==> config.mk <==
export PLATFORM = sky130hd
export DESIGN_NAME = seg_scan_ctrl
export DESIGN_NICKNAME = d
export VERILOG_FILES = /design/src/rtl/seg_pkg.sv /design/src/rtl/seg_wr_arb.sv /design/src/rtl/seg_scan_ctrl.sv
export SDC_FILE = /design/constraint.sdc
export NUM_CORES = 1
export LEC_CHECK = 0
export CELL_PAD_IN_SITES_DETAIL_PLACEMENT = 2
export CELL_PAD_IN_SITES_GLOBAL_PLACEMENT = 2
export CORE_UTILIZATION = 38
export DETAILED_ROUTE_END_ITERATION = 16
export GPL_TIMING_DRIVEN = 0
export PLACE_DENSITY = 0.9
export SLEW_MARGIN = 40
export SYNTH_ARGS = -nofsm -noshare
export SYNTH_HDL_FRONTEND = slang
export SYNTH_SLANG_ARGS = --single-unit
==> constraint.sdc <==
create_clock -name i_clk -period 3.25 [get_ports i_clk]
set_clock_uncertainty 0.1 [all_clocks]
set_input_delay 0.65 -clock i_clk [delete_from_list [all_inputs] [get_ports i_clk]]
set_output_delay 0.65 -clock i_clk [all_outputs]
set_load 0.05 [all_outputs]
==> src/rtl/seg_pkg.sv <==
// Shared definitions for the eight-digit seven-segment scan controller.
//   scan_state_e : scan FSM states (IDLE / BLANK / SHOW)
//   NUM_DIGITS   : number of digits in the bank and the scan
//   EN_ALL_OFF   : active-low enable byte with every digit dark
//   en_pattern() : digit index -> one-cold enable byte (digit k drives en[7-k] low)
package seg_pkg;

  typedef enum logic [1:0] {
    IDLE  = 2'd0,
    BLANK = 2'd1,
    SHOW  = 2'd2
  } scan_state_e;

  localparam int NUM_DIGITS = 8;
  localparam logic [7:0] EN_ALL_OFF = 8'hFF;

  function automatic logic [7:0] en_pattern(input logic [2:0] idx);
    return ~(8'h80 >> idx);
  endfunction

endpackage

==> src/rtl/seg_wr_arb.sv <==
// Two-port round-robin write arbiter for the digit bank.
//   i_clk, i_rst       : clock, synchronous active-high reset
//   a_valid / a_ready  : host port request / grant
//   b_valid / b_ready  : local port request / grant
// Handshake: a write on a port completes in any cycle where its valid and
// ready are both high. Ready is combinational from valid and the priority
// pointer, never depends on ready of the other port, and is held low while
// reset is asserted. At most one ready is high per cycle.
module seg_wr_arb (
  input  logic i_clk,
  input  logic i_rst,
  input  logic a_valid,
  input  logic b_valid,
  output logic a_ready,
  output logic b_ready
);

  // ptr_b_q = 0 favours port A, 1 favours port B
  logic ptr_b_q;
  logic ptr_b_d;

  always_comb begin
    a_ready = 1'b0;
    b_ready = 1'b0;
    if (!i_rst) begin
      a_ready = a_valid && (!b_valid || !ptr_b_q);
      b_ready = b_valid && (!a_valid || ptr_b_q);
    end
  end

  // After any grant the pointer favours the port that was not served;
  // with no grant it holds.
  always_comb begin
    ptr_b_d = ptr_b_q;
    if (a_ready) begin
      ptr_b_d = 1'b1;
    end else if (b_ready) begin
      ptr_b_d = 1'b0;
    end
  end

  always_ff @(posedge i_clk) begin
    if (i_rst) begin
      ptr_b_q <= 1'b0;
    end else begin
      ptr_b_q <= ptr_b_d;
    end
  end

endmodule

==> src/rtl/seg_scan_ctrl.sv <==
// Multiplexed eight-digit seven-segment display scan controller.
//   SCAN_DIV, BLANK_CYC : cycles per digit slot / leading blank cycles per slot
//   i_clk, i_rst        : clock, synchronous active-high reset
//   a_* / b_*           : host and local write ports into the 8 x 8-bit bank
//   i_scan_en           : run scanning (low forces IDLE with display dark)
//   i_bright            : PWM duty level, digit lit while pwm <= i_bright
//   data                : registered segment pattern of the active digit
//   en                  : registered active-low digit enables (one-cold or FF)
//   frame_done          : high during the last SHOW cycle of digit 7
//   dbg_state           : current scan FSM state
module seg_scan_ctrl
  import seg_pkg::*;
#(
  parameter int SCAN_DIV  = 125000,
  parameter int BLANK_CYC = 1250
) (
  input  logic        i_clk,
  input  logic        i_rst,
  input  logic        a_valid,
  output logic        a_ready,
  input  logic [2:0]  a_addr,
  input  logic [7:0]  a_data,
  input  logic        b_valid,
  output logic        b_ready,
  input  logic [2:0]  b_addr,
  input  logic [7:0]  b_data,
  input  logic        i_scan_en,
  input  logic [3:0]  i_bright,
  output logic [7:0]  data,
  output logic [7:0]  en,
  output logic        frame_done,
  output scan_state_e dbg_state
);

  localparam int CNT_W = ($clog2(SCAN_DIV) > 17) ? $clog2(SCAN_DIV) : 17;
  localparam logic [CNT_W-1:0] BLANK_LAST = CNT_W'(BLANK_CYC - 1);
  localparam logic [CNT_W-1:0] SLOT_LAST  = CNT_W'(SCAN_DIV - 1);

  // Digit bank and its write path
  logic [7:0] bank_q [NUM_DIGITS];
  logic       wr_en;
  logic [2:0] wr_addr;
  logic [7:0] wr_data;

  seg_wr_arb u_arb (
    .i_clk   (i_clk),
    .i_rst   (i_rst),
    .a_valid (a_valid),
    .b_valid (b_valid),
    .a_ready (a_ready),
    .b_ready (b_ready)
  );

  assign wr_en   = a_ready || b_ready;
  assign wr_addr = a_ready ? a_addr : b_addr;
  assign wr_data = a_ready ? a_data : b_data;

  always_ff @(posedge i_clk) begin
    if (i_rst) begin
      for (int i = 0; i < NUM_DIGITS; i++) begin
        bank_q[i] <= 8'hFF;
      end
    end else if (wr_en) begin
      bank_q[wr_addr] <= wr_data;
    end
  end

  // Scan FSM. The slot counter runs 0..SCAN_DIV-1 across one digit slot:
  // BLANK covers 0..BLANK_CYC-1, SHOW covers the rest.
  scan_state_e      state_q, state_d;
  logic [CNT_W-1:0] cnt_q, cnt_d;
  logic [2:0]       idx_q, idx_d;
  logic [3:0]       pwm_q, pwm_d;
  logic [7:0]       data_q, data_d;
  logic [7:0]       en_q, en_d;
  logic             fd_q, fd_d;

  always_comb begin
    state_d = state_q;
    cnt_d   = cnt_q;
    idx_d   = idx_q;
    pwm_d   = pwm_q;
    data_d  = data_q;
    en_d    = EN_ALL_OFF;
    fd_d    = 1'b0;

    case (state_q)
      IDLE: begin
        state_d = BLANK;
        cnt_d   = '0;
      end
      BLANK: begin
        cnt_d = cnt_q + CNT_W'(1);
        if (cnt_q == BLANK_LAST) begin
          state_d = SHOW;
          data_d  = bank_q[idx_q];
        end
      end
      SHOW: begin
        if (cnt_q == SLOT_LAST) begin
          state_d = BLANK;
          cnt_d   = '0;
          idx_d   = idx_q + 3'd1;
        end else begin
          cnt_d = cnt_q + CNT_W'(1);
        end
      end
      default: begin
        state_d = IDLE;
      end
    endcase

    // Dropping scan enable overrides everything, including a pending latch.
    if (!i_scan_en) begin
      state_d = IDLE;
      cnt_d   = '0;
      idx_d   = '0;
      pwm_d   = '0;
      data_d  = data_q;
    end

    // Outputs are registered, so they are decoded from the next state.
    if (state_d == SHOW) begin
      pwm_d = pwm_q + 4'd1;
      if (pwm_q <= i_bright) begin
        en_d = en_pattern(idx_d);
      end
      fd_d = (idx_d == 3'd7) && (cnt_d == SLOT_LAST);
    end
  end

  always_ff @(posedge i_clk) begin
    if (i_rst) begin
      state_q <= IDLE;
      cnt_q   <= '0;
      idx_q   <= '0;
      pwm_q   <= '0;
      data_q  <= 8'hFF;
      en_q    <= EN_ALL_OFF;
      fd_q    <= 1'b0;
    end else begin
      state_q <= state_d;
      cnt_q   <= cnt_d;
      idx_q   <= idx_d;
      pwm_q   <= pwm_d;
      data_q  <= data_d;
      en_q    <= en_d;
      fd_q    <= fd_d;
    end
  end

  assign data       = data_q;
  assign en         = en_q;
  assign frame_done = fd_q;
  assign dbg_state  = state_q;

endmodule

==> out/metrics.csv <==
stage,metric,value,unit
global_routing,initial antenna violation count,0,
sta,Worst Max-Slew Pin Slew,0.8426,ns
placement,Routability Congestion,0.7999,
drt,starting DRC count in detailed routing,219,
sta,hold_ws,0.4210,ns
drt,Final ANT Viol Nets,0,
die,Die H,118.2,um
layout,# fillers,1346,
clock_tree,CTS sink cnt,108,
layout,"commonest non-fill, non-tap cell in the layout",nand2_1,
synthesis,Mapped Cells,464,
layout,Util after Layout,47.09,%
worst_setup_path,CP bufs+invs,0,
sta,setup slack after layout,0.08236,ns
global_routing,gr ovfl total,0,
worst_setup_path,Critical Path RT,3.35,ns
layout,multi-input combinational cell area,0.002200,mm2
pwr,Clk pwr share,41.6,%
worst_setup_path,CP max stage delay,0.79,ns
die,die area,0.01398,mm2
synthesis,Synth cell types,53,
synthesis,syn_nets,503,
placement,Port Buf Inserts,50,
drt,DR vias/cell,5.465,
drt,DR vias,3858,
layout,# diodes,0,
die,Initial Util,38.92,%
drt,final WL,16.22,mm
layout,most frequent cells in the layout,"86 x nand2_1, 64 x edfxtp_1, 49 x clkdlybuf4s50_1, 44 x dfxtp_1, 39 x nor2_1",
layout,Final Non-Filler Cells,706,
synthesis,post-synthesis compound-gate area fraction,5.045,%
global_routing,pin count of the biggest net entering global routing,19,
worst_setup_path,cell family with most CP delay,compound AO/OA/AOI/OAI gates,
synthesis,"FF+latch count, synth",108,
synthesis,asr flop ratio synth,0,%
hold_path,hold crit path type,reg2reg,
synthesis,number of flops mapped to enable cells by yosys,64,
clock_tree,cts hold-fix bufs,0,
synthesis,cell taking the most area after synthesis,edfxtp_1,
synthesis,mux contribution to synthesized area,10.53,%
sta,post-layout min period,3.168,ns
layout,Final nets,564,
pwr,sequential share of power,51.7,%
die,die width,118.2,um
synthesis,"Cell Area, Synth",0.005134,mm2
placement,placed insts,690,
pwr,Leakage Power,1.856,nW
sta,max-slew violation count,0,
clock_tree,CTS Buf Count,9,
global_routing,vias in the first global route,4445,
synthesis,register area share after synthesis,54.59,%
global_routing,All-Layer GR Usage,24.18,%
clock_tree,Root Buffer,clkbuf_16,
drt,DR WL/cell,22.97,um
clock_tree,Clock Tree Buf Depth,2,
worst_setup_path,Setup crit start kind,flip-flop,
synthesis,largest family of logic cells by synthesized area,simple AND/OR/NAND/NOR gates,
layout,Area Overhead vs Synth,20.98,%
sta,crit share post-route,97.47,%
worst_setup_path,critical path type,reg2reg,
die,Core Area,0.01319,mm2
synthesis,Synth Flop Type,edfxtp_1,
placement,detailed placement HPWL,11.42,mm
pwr,Peak VDD IR,290.1,uV
synthesis,Synth Area in Adders,1.950,%
sta,max frequency,315.7,MHz
worst_setup_path,CP max-delay cell,a2111oi_2,
synthesis,top cell type's share of synthesized area,37.44,%
synthesis,Ys Warns,0,
layout,final instance area,0.006211,mm2
worst_setup_path,crit-path max FO,6,
global_routing,first-pass GRT wire length,25.01,mm
pwr,Comb pwr share,6.7,%
sta,Final setup viols,0,
clock_tree,Worst-Skew Late Latency,0.36,ns
worst_setup_path,CP endpoint kind,flip-flop,
die,io pins,52,
pwr,P_sw,664.4,uW
worst_setup_path,WP data arrival,3.27,ns
drt,DRC,0,
placement,post-place instance area,0.005854,mm2
synthesis,syn avg cell area,11.06,um2
placement,Setup WS pre-CTS,-0.4515,ns
clock_tree,H-Tree Depth,3,
synthesis,Simple-Gate Fraction of Synth Area,20.96,%
worst_setup_path,crit path cell chain,"ha_1, nor4b_1, nand2_1, nor4_1, a21oi_1, a2111oi_2, o211ai_1",
pwr,Net Sw Frac,23.21,%
sta,Rel. slew slack,42.22,%
layout,fraction of layout cells with a size suffix above 1,12.64,%
synthesis,XOR/XNOR Fraction of Synth Area,3.583,%
drt,1st-pass router iterations,4,
layout,storage element area,0.002803,mm2
clock_tree,"CTS clk-pin slew, worst paths",0.08,ns
synthesis,"top cells by area, synth","edfxtp_1 37%, dfxtp_1 17%, mux4_2 7.0%, nand2_1 6.3%, mux2i_1 3.5%",
pwr,PD cells,460.9,mW/mm2
sta,"Hold Vio Cnt, Final",0,
clock_tree,CTS tree,done,
die,# rows,42,
pwr,Internal Power,2.198,mW
run_status,status,"finished, final reports clean",
flow_run,MaxCap Viol Count,0,
## registers in the layout, indices dropped and copies added, names as in the netlist
| register | cells |
|---|---|
| bank_q | 64 |
| cnt_q | 17 |
| data | 8 |
| dbg_state | 2 |
| en | 8 |
| frame_done | 1 |
| idx_q | 3 |
| pwm_q | 4 |
| u_arb.ptr_b_q | 1 |
## power groups by stage
stage,sequential (mW),clock [mW],combinational (mW)
global placement,1.51,0,0.170
global route,1.48,1.24,0.205
CTS,1.48,1.19,0.188
floorplan,1.51,0,0.0921
finish,1.48,1.19,0.191
detailed placement,1.51,0,0.184
## layer usage
metal | share of wire (%) | global-route usage (%)
met1 | 38 | 25.99
met5 | 0 | 0
met3 | 2.9 | 3.571
met2 | 56 | 46.32
met4 | 2.8 | 10.82
## final cells by class
class	count	share of cell area (%)
sequential	108	45.12
tap	176	3.546
timing repair buffer	50	8.078
buffer	25	2.015
multi-input combinational	318	35.41
inverter	13	0.7857
clock inverter	4	0.8662
clock buffer	12	4.170
## Yosys cell counts, types with 2 or more instances
| cell type | instances |
|---|---|
| a21oi_1 | 8 |
| ha_1 | 8 |
| xnor2_1 | 8 |
| inv_1 | 13 |
| mux4_2 | 16 |
| dfxtp_1 | 44 |
| nor4b_2 | 2 |
| nor4_1 | 4 |
| xor2_1 | 13 |
| a22oi_1 | 2 |
| and4_1 | 2 |
| buf_2 | 8 |
| buf_6 | 2 |
| clkbuf_1 | 13 |
| or2_2 | 9 |
| mux2i_1 | 18 |
| nand3b_1 | 6 |
| edfxtp_1 | 64 |
| nor2b_1 | 3 |
| nand2_1 | 86 |
| or3_1 | 2 |
| o31ai_1 | 2 |
| nand3_1 | 17 |
| o211ai_1 | 2 |
| nand4_1 | 8 |
| o21a_1 | 3 |
| nand2b_1 | 13 |
| nor2_1 | 41 |
| nor3b_1 | 2 |
| and2_1 | 3 |
| a31oi_1 | 6 |
| nor3_1 | 5 |
| o21ai_0 | 11 |
## worst register-to-register path, stage by stage (launching register included)
cell and delay (ns):
dfxtp_1 0.47, ha_1 0.19, nor4b_1 0.34, nand2_1 0.15, nor4_1 0.52, a21oi_1 0.26
a2111oi_2 0.79, o211ai_1 0.17
## final timing paths
check | start | endpoint | slack (ns) | cells after the start
setup / recovery | cnt_q[0] | en[7] | 0.08 | 7
hold / removal | data[6] | data[6] | 0.42 | 2
setup reg to reg | cnt_q[0] | en[7] | 0.08 | 7
hold reg to reg | data[6] | data[6] | 0.42 | 2
## metrics by stage
step | total power, mW | TNS [ns]
after floorplan | 1.600 | 0
after global placement | 1.678 | -5.410
after detailed placement | 1.696 | -21.67
after CTS | 2.861 | 0
after global routing | 2.926 | -0.2738
final | 2.863 | 0
## cells by family after synthesis
logic type / Yosys count
simple gates: 215
flops: 108
compound gates: 40
buf+inv: 38
mux: 34
xor+xnor: 21
fa+ha+maj: 8
## repair_timing
item,CTS,global route
setup buffers,0,0
pin swaps,0,0
resized for setup,6,2
endpoints found under the setup margin,17,5
gates cloned,0,0
Note: power is estimated with default switching activity, not from simulation.
